File: config.mk
export PLATFORM = sky130hd
export DESIGN_NAME = ps2_kbd_ctrl
export DESIGN_NICKNAME = d
export VERILOG_FILES = /design/src/rtl/ps2_pkg.sv /design/src/rtl/ps2_rx.sv /design/src/rtl/ps2_kbd_ctrl.sv
export SDC_FILE = /design/constraint.sdc
export NUM_CORES = 1
export LEC_CHECK = 0
export ABC_AREA = 1
export ABC_CLOCK_PERIOD_IN_PS = 5100
export BUFFER_PORTS_ARGS = -buffer_cell sky130_fd_sc_hd__clkbuf_2
export CAP_MARGIN = 20
export CORE_ASPECT_RATIO = 1.2
export CORE_MARGIN = 1
export CORE_UTILIZATION = 50
export DETAILED_ROUTE_END_ITERATION = 10
export PLACE_DENSITY = 0.73
export SYNTH_ARGS = -nofsm -noshare
export SYNTH_HDL_FRONTEND = slang
export SYNTH_SLANG_ARGS = --single-unit
export TNS_END_PERCENT = 1
File: constraint.sdc
create_clock -name CLK -period 5.1 [get_ports CLK]
set_input_delay 0.51 -clock CLK [delete_from_list [all_inputs] [get_ports CLK]]
set_output_delay 0.51 -clock CLK [all_outputs]
set_load 0.1 [all_outputs]
File: src/rtl/ps2_pkg.sv
// Shared types and constants for the PS/2 keyboard controller:
// receiver/decoder state encodings, scan-code prefixes, modifier keys
// and the event record stored in the FIFO.
package ps2_pkg;

  typedef enum logic [1:0] {
    RX_IDLE,
    RX_SHIFT,
    RX_PARITY,
    RX_STOP
  } rx_state_t;

  typedef enum logic [1:0] {
    DEC_BASE,
    DEC_E0,
    DEC_F0,
    DEC_E0F0
  } dec_state_t;

  localparam logic [7:0] PFX_E0     = 8'hE0;
  localparam logic [7:0] PFX_F0     = 8'hF0;
  localparam logic [7:0] KEY_LSHIFT = 8'h12;
  localparam logic [7:0] KEY_RSHIFT = 8'h59;
  localparam logic [7:0] KEY_CTRL   = 8'h14;
  localparam logic [7:0] KEY_ALT    = 8'h11;

  localparam int MOD_LSHIFT = 0;
  localparam int MOD_RSHIFT = 1;
  localparam int MOD_CTRL   = 2;
  localparam int MOD_LALT   = 3;
  localparam int MOD_RALT   = 4;
  localparam int MOD_W      = 5;

  typedef struct packed {
    logic [7:0]       code;
    logic             ext;
    logic             brk;
    logic [MOD_W-1:0] mods;
  } kbd_ev_t;

  // Modifier state after one decoded key: make sets the bit, break clears it.
  // E0 12 is the "fake shift" some keyboards emit, so lshift ignores it.
  function automatic logic [MOD_W-1:0] mods_apply(input logic [MOD_W-1:0] m,
                                                  input logic [7:0] code,
                                                  input logic ext,
                                                  input logic brk);
    logic [MOD_W-1:0] r;
    r = m;
    case (code)
      KEY_LSHIFT: if (!ext) r[MOD_LSHIFT] = ~brk;
      KEY_RSHIFT: r[MOD_RSHIFT] = ~brk;
      KEY_CTRL:   r[MOD_CTRL] = ~brk;
      KEY_ALT: begin
        if (ext) r[MOD_RALT] = ~brk;
        else     r[MOD_LALT] = ~brk;
      end
      default: ;
    endcase
    return r;
  endfunction

endpackage

File: src/rtl/ps2_rx.sv
// PS/2 device-to-host frame receiver: synchronizes and filters the raw
// clock/data pins, deframes 11-bit frames on clock falls and flags
// parity, framing and inter-edge timeout errors.
module ps2_rx #(
  parameter int TIMEOUT_CYCLES = 50_000
) (
  input  logic       CLK,
  input  logic       RST,
  input  logic       ps2_clk,
  input  logic       ps2_data,
  output logic       byte_strobe,
  output logic [7:0] rx_byte,
  output logic       err_parity,
  output logic       err_frame
);
  import ps2_pkg::*;

  localparam int TW = $clog2(TIMEOUT_CYCLES + 1);
  localparam logic [TW-1:0] TMO_LAST = TW'(TIMEOUT_CYCLES - 1);

  logic clk_p0, clk_p1, clk_p2, clk_p3, clk_f, clk_f_d;
  logic dat_p0, dat_p1, dat_p2, dat_p3, dat_f;
  logic fall, timeout;

  rx_state_t state, state_nx;
  logic [2:0]    bit_cnt, bit_cnt_nx;
  logic [7:0]    shreg;
  logic          par, par_nx;
  logic          shift_en;
  logic          strobe_nx, errp_nx, errf_nx;
  logic [TW-1:0] tmo_cnt;

  function automatic logic maj3(input logic a, input logic b, input logic c);
    return (a & b) | (a & c) | (b & c);
  endfunction

  // Two-flop synchronizer, sample history and majority filter; idle bus is high.
  always_ff @(posedge CLK or negedge RST) begin
    if (!RST) begin
      clk_p0 <= 1'b1; clk_p1 <= 1'b1; clk_p2 <= 1'b1; clk_p3 <= 1'b1;
      clk_f  <= 1'b1; clk_f_d <= 1'b1;
      dat_p0 <= 1'b1; dat_p1 <= 1'b1; dat_p2 <= 1'b1; dat_p3 <= 1'b1;
      dat_f  <= 1'b1;
    end else begin
      // sync stages
      clk_p0 <= ps2_clk;  clk_p1 <= clk_p0;
      dat_p0 <= ps2_data; dat_p1 <= dat_p0;
      // filter stages
      clk_p2 <= clk_p1;   clk_p3 <= clk_p2;
      dat_p2 <= dat_p1;   dat_p3 <= dat_p2;
      clk_f  <= maj3(clk_p1, clk_p2, clk_p3);
      dat_f  <= maj3(dat_p1, dat_p2, dat_p3);
      clk_f_d <= clk_f;
    end
  end

  assign fall = clk_f_d & ~clk_f;

  // Receiver next-state and one-cycle result flags.
  always_comb begin
    state_nx   = state;
    bit_cnt_nx = bit_cnt;
    par_nx     = par;
    shift_en   = 1'b0;
    strobe_nx  = 1'b0;
    errp_nx    = 1'b0;
    errf_nx    = 1'b0;
    timeout    = (state != RX_IDLE) && !fall && (tmo_cnt == TMO_LAST);
    if (timeout) begin
      state_nx = RX_IDLE;
      errf_nx  = 1'b1;
    end else if (fall) begin
      case (state)
        RX_IDLE: begin
          if (!dat_f) begin
            state_nx   = RX_SHIFT;
            bit_cnt_nx = 3'd0;
          end else begin
            errf_nx = 1'b1;
          end
        end
        RX_SHIFT: begin
          shift_en   = 1'b1;
          bit_cnt_nx = bit_cnt + 3'd1;
          if (bit_cnt == 3'd7) state_nx = RX_PARITY;
        end
        RX_PARITY: begin
          par_nx   = dat_f;
          state_nx = RX_STOP;
        end
        RX_STOP: begin
          state_nx = RX_IDLE;
          if (!dat_f)                errf_nx   = 1'b1;
          else if (!(^{shreg, par})) errp_nx   = 1'b1;
          else                       strobe_nx = 1'b1;
        end
        default: state_nx = RX_IDLE;
      endcase
    end
  end

  // Receiver state, shift register, timeout counter and registered flags.
  always_ff @(posedge CLK or negedge RST) begin
    if (!RST) begin
      state       <= RX_IDLE;
      bit_cnt     <= 3'd0;
      par         <= 1'b0;
      shreg       <= 8'h00;
      tmo_cnt     <= '0;
      byte_strobe <= 1'b0;
      err_parity  <= 1'b0;
      err_frame   <= 1'b0;
    end else begin
      state       <= state_nx;
      bit_cnt     <= bit_cnt_nx;
      par         <= par_nx;
      if (shift_en) shreg <= {dat_f, shreg[7:1]};
      if (fall || state == RX_IDLE) tmo_cnt <= '0;
      else                          tmo_cnt <= tmo_cnt + 1'b1;
      byte_strobe <= strobe_nx;
      err_parity  <= errp_nx;
      err_frame   <= errf_nx;
    end
  end

  assign rx_byte = shreg;

endmodule

File: src/rtl/ps2_kbd_ctrl.sv
// Host-side PS/2 keyboard controller: receives scan-code-set-2 bytes,
// folds E0/F0 prefixes into key events, tracks modifier keys and queues
// events in a show-ahead FIFO with a valid/ready handshake.
module ps2_kbd_ctrl #(
  parameter int TIMEOUT_CYCLES = 50_000,
  parameter int FIFO_DEPTH     = 4
) (
  input  logic       CLK,
  input  logic       RST,
  input  logic       ps2_clk,
  input  logic       ps2_data,
  output logic       ev_valid,
  input  logic       ev_ready,
  output logic [7:0] ev_code,
  output logic       ev_ext,
  output logic       ev_break,
  output logic [4:0] ev_mods,
  output logic [4:0] mods,
  output logic       err_parity,
  output logic       err_frame,
  output logic       overflow
);
  import ps2_pkg::*;

  localparam int AW = $clog2(FIFO_DEPTH);

  logic       byte_strobe;
  logic [7:0] rx_byte;
  logic       rx_err;

  dec_state_t       dec_state, dec_nx;
  logic             emit;
  logic             ext_nx, brk_nx;
  logic [MOD_W-1:0] mods_nx;
  kbd_ev_t          ev_new;

  kbd_ev_t     mem [FIFO_DEPTH];
  kbd_ev_t     head;
  logic [AW:0] wr_ptr, rd_ptr;
  logic        empty, full, push, pop;

  ps2_rx #(
    .TIMEOUT_CYCLES(TIMEOUT_CYCLES)
  ) u_rx (
    .CLK         (CLK),
    .RST         (RST),
    .ps2_clk     (ps2_clk),
    .ps2_data    (ps2_data),
    .byte_strobe (byte_strobe),
    .rx_byte     (rx_byte),
    .err_parity  (err_parity),
    .err_frame   (err_frame)
  );

  assign rx_err = err_parity | err_frame;

  // Prefix decoder: E0 always restarts as extended, F0 marks a release
  // (keeping E0 only when it directly preceded), anything else is a key.
  always_comb begin
    dec_nx  = dec_state;
    emit    = 1'b0;
    ext_nx  = (dec_state == DEC_E0) || (dec_state == DEC_E0F0);
    brk_nx  = (dec_state == DEC_F0) || (dec_state == DEC_E0F0);
    mods_nx = mods;
    if (rx_err) begin
      dec_nx = DEC_BASE;
    end else if (byte_strobe) begin
      if (rx_byte == PFX_E0) begin
        dec_nx = DEC_E0;
      end else if (rx_byte == PFX_F0) begin
        dec_nx = (dec_state == DEC_E0) ? DEC_E0F0 : DEC_F0;
      end else begin
        emit    = 1'b1;
        dec_nx  = DEC_BASE;
        mods_nx = mods_apply(mods, rx_byte, ext_nx, brk_nx);
      end
    end
    ev_new = '{code: rx_byte, ext: ext_nx, brk: brk_nx, mods: mods_nx};
  end

  // Decoder state register.
  always_ff @(posedge CLK or negedge RST) begin
    if (!RST) dec_state <= DEC_BASE;
    else      dec_state <= dec_nx;
  end

  assign empty = (wr_ptr == rd_ptr);
  assign full  = (wr_ptr[AW] != rd_ptr[AW]) && (wr_ptr[AW-1:0] == rd_ptr[AW-1:0]);
  assign pop   = ev_valid & ev_ready;
  assign push  = emit & (~full | pop);

  // FIFO pointers, live modifier state and the overflow pulse.
  always_ff @(posedge CLK or negedge RST) begin
    if (!RST) begin
      wr_ptr   <= '0;
      rd_ptr   <= '0;
      mods     <= '0;
      overflow <= 1'b0;
    end else begin
      if (push) wr_ptr <= wr_ptr + 1'b1;
      if (pop)  rd_ptr <= rd_ptr + 1'b1;
      mods     <= mods_nx;
      overflow <= emit & full & ~pop;
    end
  end

  // FIFO storage; a write into the slot being popped is safe since the
  // head is read combinationally before the edge.
  always_ff @(posedge CLK) begin
    if (push) mem[wr_ptr[AW-1:0]] <= ev_new;
  end

  // Show-ahead head, forced to zero while empty so outputs are clean at reset.
  always_comb begin
    head     = mem[rd_ptr[AW-1:0]];
    ev_valid = ~empty;
    ev_code  = 8'h00;
    ev_ext   = 1'b0;
    ev_break = 1'b0;
    ev_mods  = '0;
    if (!empty) begin
      ev_code  = head.code;
      ev_ext   = head.ext;
      ev_break = head.brk;
      ev_mods  = head.mods;
    end
  end

endmodule
==> run metrics, run 1 <==
core area 0.0105 mm^2; via count of the first global-routing pass 3856; post-synthesis mux area share 0; worst min-delay path class in2reg; Setup Viol. Count Final 0; Total Nets Final 618; Tightest Pin Transition 0.960 ns; DRT antenna net count 0; Pwr per Cell Area 686 mW/mm^2; Buffers on Ports 28; cts bufs inserted 17; hpwl dp 6970 um; count of warnings emitted by yosys 0; share of layout cells above drive strength 1 0.135; first-pass iteration count of the detailed router 6; hold buffers post-CTS 0; cells after synthesis 561; initial antenna violation count 0; TritonCTS clock tree yes; Total Routing Usage GR 0.211; die area 0.0111 mm^2; maximum clock frequency 319 MHz; M2 GR Usage 0.360; FF+latch count, synth 118; met1 global-route usage 0.234; Setup crit end kind output port; synthesized area per cell 9.55 um^2; # IOs 29; fin area 0.00630 mm^2; run status finished, final reports clean; first-pass GRT wire length 17300 um; Synth Area in XOR/XNOR 0.00981; fraction of the mapped netlist area in compound gates 0.0820; root buffer cell clkbuf_16; Synth Cell Area 0.00536 mm^2; Avg WL per Cell 14.2 um; DRT iter0 DRCs 199; num rows 41; Max FO, Critical Path 33; DRT Wirelength 10500 um; synthesis-to-layout area growth 17.6%; clk sinks 118; Slew Viols, Final 0; Logic pwr share 0.403; die width 96.5 um; RSZ-0062 raised after global routing no; Critical Path RT 4.59 ns; Psw 1.93 mW; maximum clock path buffer count 2; # Max-Cap Violations 0; Die H 115 um; Worst-path clk slew 0.05 ns; synth unique cells 34; final hold vios 0; hold depth 1; Clock Skew 0.00835 ns; kind of critical path reg2out; largest net degree at the start of global routing 59; drc violations 0; Clk Latency, worst-skew pair 0.41 ns; GR met3 Demand/Resource 0.0642; Tmin final 3.13 ns; Internal 2.39 mW; post-cts sizing count 0; total grt overflow 0; gp weighted congestion 0.802; Post-Synth Simple-Gate Area 0.205; FF-to-FF path depth 6; reg-to-reg setup timing slack 2.44 ns; final period utilization 0.615; Seq pwr share 0.292; Initial Utilization 0.512; H-tree levels 4; Leak 2.83 nW; adder-cell area share of the yosys netlist 0.0341; maximum VDD drop 0.305 mV; DP Area 0.00565 mm^2; Via Count 3936; crit path launch type register; Setup TNS Final 0 ns; main combinational cell family by area after synthesis simple AND/OR/NAND/NOR gates; number of post-CTS setup repair buffers 0; Net Count, Synth 579; Worst EP arrival 2.62 ns; sequential share of the synthesized area 0.610; Via density 5.30; Power, Total 4.32 mW; Ant. Diodes 0; Clock power frac 0.305; Sw Share 0.448; most used routing layer met2; Max-Slew Margin vs Limit 0.360
[cell usage in the layout (no fill, tap or decap), types with 11 or more instances in the layout]
| cell type | count |
|---|---|
| o21ai_0 | 39 |
| clkbuf_16 | 17 |
| nand2_1 | 120 |
| o32ai_1 | 15 |
| edfxtp_1 | 60 |
| dfrtp_1 | 47 |
| clkbuf_2 | 28 |
| dfstp_2 | 11 |
| nor2_1 | 101 |
| nand3_1 | 24 |
| a21oi_1 | 13 |
| inv_1 | 67 |
| ha_1 | 13 |
[registers in the layout (all words and copies together) (netlist names), 2 cells and up]
| signal | count |
|---|---|
| u_rx.bit_cnt | 3 |
| mods | 5 |
| mem | 60 |
| u_rx.rx_byte | 8 |
| dec_state | 2 |
| wr_ptr | 3 |
| u_rx.tmo_cnt | 16 |
| u_rx.state | 2 |
| rd_ptr | 3 |
[stage by stage]
| step | hold slack, ns | cells | utilization | worst slack (ns) |
|---|---|---|---|---|
| global route | 0.158 | 742 | 0.602 | 1.78 |
| CTS | 0.165 | 742 | 0.602 | 1.95 |
| global placement | 0.345 | 708 | 0.538 | 2.19 |
| detailed placement | 0.354 | 710 | 0.540 | 2.41 |
| floorplan | 0.214 | 561 | - | 2.51 |
| finish | 0.180 | 742 | 0.602 | 1.97 |
[cell usage after synthesis]
cell / instances / area, um^2
dfstp_2: 11 / 289
nand4_1: 3 / 18.8
inv_2: 2 / 7.51
nand2_1: 120 / 450
buf_2: 7 / 35.0
nor3_2: 2 / 20.0
nor2_2: 1 / 6.26
nor2_1: 101 / 379
ha_1: 13 / 163
edfxtp_1: 60 / 1800
a32o_1: 1 / 10.0
a31oi_1: 1 / 6.26
nand2_4: 1 / 11.3
o21ai_0: 39 / 195
xnor2_1: 2 / 17.5
dfrtp_1: 47 / 1180
buf_1: 1 / 3.75
o32ai_1: 15 / 131
nand3b_1: 1 / 7.51
nor2_4: 1 / 11.3
nand2_2: 3 / 18.8
nor3b_1: 1 / 7.51
nand3_2: 1 / 10.0
nor3_1: 6 / 30.0
inv_1: 67 / 251
maj3_1: 2 / 20.0
a21oi_1: 13 / 65.1
o21a_1: 1 / 7.51
nand3_1: 24 / 120
o21bai_1: 2 / 15.0
xor2_1: 4 / 35.0
nor4_1: 1 / 6.26
clkbuf_1: 6 / 22.5
o21ai_2: 1 / 8.76
[critical path: stages, from the launching register on]
cell and delay, ns:
dfrtp_1 0.35, buf_4 0.23, inv_2 0.45, nand2_1 0.10
a21oi_1 0.22, nand2_2 0.27, nand2_1 0.17, inv_1 0.04
clkbuf_2 0.36
[worst paths after layout]
check / start / endpoint
max: rd_ptr[0] / ev_ext
min: ps2_data / u_rx.dat_p0
max reg2reg: rd_ptr[1] / mem[0][8]
min reg2reg: u_rx.clk_p0 / u_rx.clk_p1
max in group asynchronous: RST / u_rx.rx_byte[2]
min in group asynchronous: RST / overflow
[kinds of logic after synthesis]
group,after synthesis
AND/OR/NAND/NOR,266
XOR/XNOR,6
AO/OA/AOI/OAI,73
buffers and inverters,83
adder cells (fa/ha/maj),15
flip-flops,118
[layout make-up]
class	instances	area, um^2
Clock buffer	21	450
Multi-Input combinational cell	360	1770
Timing Repair Buffer	34	189
Fill cell	884	4160
Inverter	69	259
Tap cell	129	161
Clock inverter	11	204
Sequential cell	118	3270
[power groups by stage]
stage | clock, mW | combinational, mW | sequential, mW
2_1_floorplan | 0 | 1.50 | 1.23
6_report | 1.32 | 1.74 | 1.26
4_1_cts | 1.33 | 1.75 | 1.26
5_1_grt | 1.38 | 1.90 | 1.28
3_3_place_gp | 0 | 1.71 | 1.27
3_5_place_dp | 0 | 1.75 | 1.28
[metal layers]
metal / share of wire / wire length [um]
met1: 0.41 / 4300
met2: 0.52 / 5430
met3: 0.052 / 549
met4: 0.023 / 247
met5: 0 / 0
Note: power is estimated with default switching activity, not from simulation.
==> run 2: changes to the inputs <==
Settings changed: ABC_CLOCK_PERIOD_IN_PS 5100 to 3200.
Clock period 5.1 ns to 3.2 ns, I/O delays scaled along.
==> run metrics, run 2 (same netlist as run 1, synthesis figures left out) <==
Psw 3.07 mW (was 1.93 mW); # IOs 29 (unchanged); TritonCTS clock tree yes (unchanged); kind of critical path reg2out (unchanged); total grt overflow 0 (unchanged); Seq pwr share 0.294 (was 0.292); root buffer cell clkbuf_16 (unchanged); maximum clock frequency 372 MHz; Setup TNS Final 0 ns (unchanged); Setup Viol. Count Final 0 (unchanged); Total Nets Final 622 (was 618); # Max-Cap Violations 0 (unchanged); worst min-delay path class in2reg (unchanged); Critical Path RT 2.88 ns (was 4.59 ns); Leak 2.84 nW (was 2.83 nW); post-cts sizing count 0 (unchanged); die width 96.5 um (unchanged); die area 0.0111 mm^2 (unchanged); Buffers on Ports 28 (unchanged); largest net degree at the start of global routing 39 (was 59); initial antenna violation count 0 (unchanged); run status finished, final reports clean (unchanged); DRT iter0 DRCs 258 (was 199); Via Count 3850 (was 3936); number of post-CTS setup repair buffers 0 (unchanged); Clock power frac 0.291 (was 0.305); via count of the first global-routing pass 3879 (was 3856); Ant. Diodes 0 (unchanged); Clk Latency, worst-skew pair 0.40 ns (was 0.41 ns); clk sinks 118 (unchanged); cts bufs inserted 17 (unchanged); DRT Wirelength 10500 um (about the same); num rows 41 (unchanged); Pwr per Cell Area 1070 mW/mm^2 (was 686 mW/mm^2); crit path launch type register (unchanged); Internal 3.70 mW (was 2.39 mW); DRT antenna net count 0 (unchanged); Sw Share 0.454 (was 0.448); H-tree levels 4 (unchanged); Initial Utilization 0.512 (unchanged); Logic pwr share 0.415 (was 0.403); Tightest Pin Transition 0.627 ns (was 0.960 ns); first-pass iteration count of the detailed router 4 (was 6); Final Core Density 0.603 (was 0.602); Avg WL per Cell 14.1 um (was 14.2 um); core area 0.0105 mm^2 (unchanged); drc violations 0 (unchanged); maximum clock path buffer count 2 (unchanged); max reg flops 60 (unchanged); gp weighted congestion 0.826 (was 0.802); Die H 115 um (unchanged); Clock Skew 0.00830 ns (was 0.00835 ns); commonest non-fill, non-tap cell in the layout nand2_1 (unchanged); RSZ-0062 raised after global routing no (unchanged); Worst EP arrival 2.37 ns (was 2.62 ns); most frequent cells in the layout nand2_1 (120), nor2_1 (101), inv_1 (67) (unchanged); Worst-path clk slew 0.05 ns (about the same); share of layout cells above drive strength 1 0.139 (was 0.135); Slew Viols, Final 0 (unchanged); maximum VDD drop 0.586 mV (was 0.305 mV); Via density 5.16 (was 5.30); Total Routing Usage GR 0.209 (was 0.211); Max FO, Critical Path 32 (was 33); Tmin final 2.69 ns; first-pass GRT wire length 17500 um (was 17300 um); Setup crit end kind output port (unchanged); final hold vios 0 (unchanged); final period utilization 0.841; hpwl dp 6890 um (was 6970 um); synthesis-to-layout area growth 17.7% (was 17.6%); Max-Slew Margin vs Limit 0.577 (was 0.360)
run 2: changes by cell type in the layout (fill, tap and decap cells not counted), moves of 2 or more:
cell           change
clkbuf_8           +2
bufinv_16          -2
clkinv_2           +2
buf_4              +2
dlygate4sd3_1      +3
run 2: critical path, cell delays in order (launching register included):
cell	delay, ns
dfrtp_1	0.38
inv_2	0.41
nand2_1	0.11
a21oi_1	0.22
nand2_2	0.26
nand2_1	0.15
inv_1	0.06
clkbuf_2	0.36
run 2: power by group through the flow:
stage	sequential, mW	combinational [mW]	clock (mW)
detailed placement	2.01	2.81	0
global route	2.02	3.08	2.07
finish	1.99	2.81	1.97
CTS	1.99	2.83	2.01
global placement	2.00	2.75	0
floorplan	1.96	2.40	0
run 2: final cells by class:
type | count | area [um^2]
repair buffers | 38 | 223
clock buffers | 22 | 474
flip-flops and latches | 118 | 3270
multi-input cells | 360 | 1770
well taps | 129 | 161
inverters | 69 | 259
clock inverters | 10 | 151
fillers | 884 | 4160
run 2: metrics by stage:
step / power [mW] / setup slack [ns] / instance area [um^2] / hold WS [ns] / std cells
after floorplan: 4.35 / 0.610 / 5360 / 0.0244 / 561
after global placement: 4.75 / 1.00 / 5650 / 0.334 / 711
after detailed placement: 4.82 / 0.912 / 5650 / 0.347 / 711
after CTS: 6.83 / 0.444 / 6310 / 0.189 / 746
after global routing: 7.17 / 0.318 / 6310 / 0.191 / 746
final: 6.77 / 0.510 / 6310 / 0.205 / 746
run 2: path summary, 6_finish.rpt:
kind | from | cells past startpoint | endpoint | slack (ns)
worst min register to register | u_rx.dat_p0 | 0 | u_rx.dat_p1 | 0.35
worst min-delay path | ev_ready | 3 | rd_ptr[1] | 0.20
worst max-delay path | rd_ptr[0] | 7 | ev_code[7] | 0.51
max in group asynchronous | RST | 3 | u_rx.clk_p2 | 1.84
min in group asynchronous | RST | 2 | rd_ptr[2] | 0.44
worst max register to register | rd_ptr[1] | 6 | mem[3][8] | 1.17
run 2: per-layer routing:
layer	vias up	GRT usage	routed length, um
met5	-	0	0
met4	0	0.0784	89
met3	8	0.0582	458
met2	83	0.375	5670
met1	1824	0.233	4310
li1	1935	-	-
run 2: what timing repair did:
| item | 4_1_cts | 5_1_grt |
|---|---|---|
| endpoints found under the hold margin | 22 | 0 |
| endpoints found under the setup margin | 0 | 0 |
| hold buffers | 3 | 0 |
==> run 3: changes to the inputs <==
Settings changed: ABC_AREA 1 to 0, ABC_CLOCK_PERIOD_IN_PS 3200 to 2600.
Clock period 3.2 ns to 2.6 ns, I/O delays scaled along.
==> run metrics, run 3 <==
Synth area leaders edfxtp_1 (36%), dfrtp_1 (23%), dfstp_2 (5.7%), mux4_2 (5.3%), ha_1 (3.2%) (was edfxtp_1 (34%), dfrtp_1 (22%), nand2_1 (8.4%), nor2_1 (7.1%), dfstp_2 (5.4%)); Critical Path RT 2.34 ns (was 2.88 ns); hpwl dp 5860 um (was 6890 um); post-cts sizing count 0 (unchanged); Multi-input gate area 0.00168 mm^2 (was 0.00177 mm^2); Max-Slew Margin vs Limit 0.555 (was 0.577); crit path launch type register (unchanged); EDFF count, synth 60 (unchanged); Initial Utilization 0.524 (was 0.512); commonest non-fill, non-tap cell in the layout edfxtp_1 (was nand2_1); clk sinks 118 (unchanged); cts bufs inserted 17 (unchanged); Worst R2R Start u_rx.rx_byte[6] (was rd_ptr[1]); Avg WL per Cell 17.3 um (was 14.1 um); Buffers on Ports 28 (unchanged); synthesis-to-layout area growth 23.2% (was 17.7%); Synth Cell Area 0.00506 mm^2 (was 0.00536 mm^2); kind of critical path reg2out (unchanged); largest area contributor in the synthesized netlist edfxtp_1 (unchanged); # IOs 29 (unchanged); TritonCTS clock tree yes (unchanged); Setup TNS Final 0 ns (unchanged); Worst path top cell family by delay simple AND/OR/NAND/NOR gates (was buffers and inverters); total grt overflow 0 (unchanged); cells after synthesis 337 (was 561); Tightest Pin Transition 0.667 ns (was 0.627 ns); synth unique cells 54 (was 34); asr flop ratio synth 0.492 (unchanged); first-pass iteration count of the detailed router 4 (unchanged); die area 0.0105 mm^2 (was 0.0111 mm^2); worst min-delay path class in2reg (unchanged); DP Area 0.00559 mm^2 (was 0.00565 mm^2); sequential share of the synthesized area 0.646 (was 0.610); via count of the first global-routing pass 3042 (was 3879); core area 0.00966 mm^2 (was 0.0105 mm^2); synthesized area per cell 15.0 um^2 (was 9.55 um^2); root buffer cell clkbuf_16 (unchanged); Via Count 2822 (was 3850); Clk Latency, worst-skew pair 0.41 ns (was 0.40 ns); Setup crit end kind output port (unchanged); Via density 5.41 (was 5.16); FILL cells 684 (was 884); final hold vios 0 (unchanged); Bufs and invs on worst path 1 (was 3); Worst EP arrival 2.11 ns (was 2.37 ns); Total Routing Usage GR 0.198 (was 0.209); fin area 0.00624 mm^2 (was 0.00631 mm^2); gp weighted congestion 0.795 (was 0.826); count of warnings emitted by yosys 0 (unchanged); maximum clock frequency 422 MHz; final period utilization 0.911; DRT Wirelength 9030 um (was 10500 um); Tmin final 2.37 ns; first-pass GRT wire length 15300 um (was 17500 um); ys flop type edfxtp_1 (unchanged); drc violations 0 (unchanged); Max FO, Critical Path 18 (was 32); H-tree levels 4 (unchanged); Ant. Diodes 0 (unchanged); most frequent cells in the layout edfxtp_1 (60), dfrtp_1 (47), nor2_1 (20) (was nand2_1 (120), nor2_1 (101), inv_1 (67)); critical path startpoint wr_ptr[1] (was rd_ptr[0]); maximum clock path buffer count 2 (unchanged); die width 93.8 um (was 96.5 um); total area of sequential cells 0.00327 mm^2 (unchanged); max reg flops 60 (unchanged); RSZ-0062 raised after global routing no (unchanged); initial antenna violation count 0 (unchanged); share of layout cells above drive strength 1 0.266 (was 0.139); largest net degree at the start of global routing 26 (was 39); num rows 39 (was 41); FF+latch count, synth 118 (unchanged); Total Nets Final 404 (was 622); Setup Viol. Count Final 0 (unchanged); hold_sp ev_ready (unchanged); Worst-path clk slew 0.05 ns (about the same); commonest cells in the netlist edfxtp_1 (60), dfrtp_1 (47), nor2_1 (20) (was nand2_1 (120), nor2_1 (101), inv_1 (67)); Synth top area share 0.356 (was 0.336); DRT iter0 DRCs 208 (was 258); # Max-Cap Violations 0 (unchanged); run status finished, final reports clean (unchanged); Clock Skew 0.0122 ns (was 0.00830 ns); worst-path cell chain xor2_2 > or3_1 > clkbuf_2 (was inv_2 > nand2_1 > a21oi_1 > nand2_2 > nand2_1 > inv_1 > clkbuf_2); Worst path slowest cell or3_1 (was inv_2); Die H 112 um (was 115 um); Net Count, Synth 355 (was 579); Worst path max stage delay 0.60 ns (was 0.41 ns); count leader, synth edfxtp_1 (was nand2_1); Slew Viols, Final 0 (unchanged); number of post-CTS setup repair buffers 0 (unchanged); DRT antenna net count 0 (unchanged)
run 3: changes by cell type after synthesis, moves of 5 or more:
cell     delta
mux2i_1     +5
mux4_2     +12
mux2_2     +10
inv_1      -54
o21ai_0    -33
xnor2_1    +14
nand4_1     +5
nand2_1   -108
o32ai_1    -15
nand3_1    -13
and2_1     +15
nor2_1     -81
a21oi_1     -9
run 3: worst paths after layout:
| check | endpoint | slack (ns) | cells past startpoint |
|---|---|---|---|
| worst min register to register | u_rx.clk_p1 | 0.36 | 0 |
| worst max register to register | mem[0][6] | 0.67 | 4 |
| min in group asynchronous | u_rx.tmo_cnt[6] | 0.43 | 2 |
| worst min-delay path | rd_ptr[2] | 0.17 | 3 |
| max in group asynchronous | u_rx.bit_cnt[0] | 1.45 | 3 |
| worst max-delay path | ev_valid | 0.23 | 3 |
run 3: timing repair:
| action | CTS | global route |
|---|---|---|
| hold endpoints to repair | 20 | 0 |
| hold buffers | 3 | 0 |
| setup endpoints to repair | 0 | 0 |
run 3: through the flow:
stage | utilization | hold WS [ns] | setup slack [ns] | std cells
floorplan | - | -0.0356 | 0.0570 | 337
global route | 0.645 | 0.193 | 0.0885 | 522
finish | 0.645 | 0.172 | 0.233 | 522
detailed placement | 0.579 | 0.327 | 0.639 | 487
CTS | 0.645 | 0.172 | 0.210 | 522
global placement | 0.579 | 0.309 | 0.657 | 487
run 3: routing by layer:
| metal | global-route usage | part of all wire | up-vias |
|---|---|---|---|
| li1 | - | - | 1340 |
| met4 | 0.0646 | 0.013 | 0 |
| met3 | 0.0637 | 0.035 | 9 |
| met1 | 0.228 | 0.42 | 1419 |
| met5 | 0 | 0 | - |
| met2 | 0.345 | 0.53 | 54 |
run 3: layout make-up:
class | instances | area share
clock buffer | 18 | 0.0688
tap | 123 | 0.0247
clock inverter | 14 | 0.0295
multi-input combinational | 195 | 0.270
sequential | 118 | 0.524
timing repair buffer | 41 | 0.0754
inverter | 13 | 0.00783
run 3: worst register-to-register path, cell delays in order, from the launching register on:
cell and delay, ns:
dfrtp_1 0.55, nor4bb_1 0.49, a21oi_2 0.18, and3_1 0.22
buf_4 0.21
run 3: kinds of logic (layout without fill, tap and decap cells):
kind of cell / Yosys count / count (layout) / share of synthesized area
muxes: 31 / 31 / 0.103
buffers and inverters: 24 / 86 / 0.0218
DFF: 118 / 118 / 0.646
AOI/OAI and AO/OA: 21 / 21 / 0.0270
adders and majority gates: 15 / 15 / 0.0361
xor gates and xnor gates: 25 / 25 / 0.0490
and+or+nand+nor: 103 / 103 / 0.117
Power of run 3 is not shown: default switching activity piles up to over one toggle a cycle in this logic, so the estimate is an artifact.
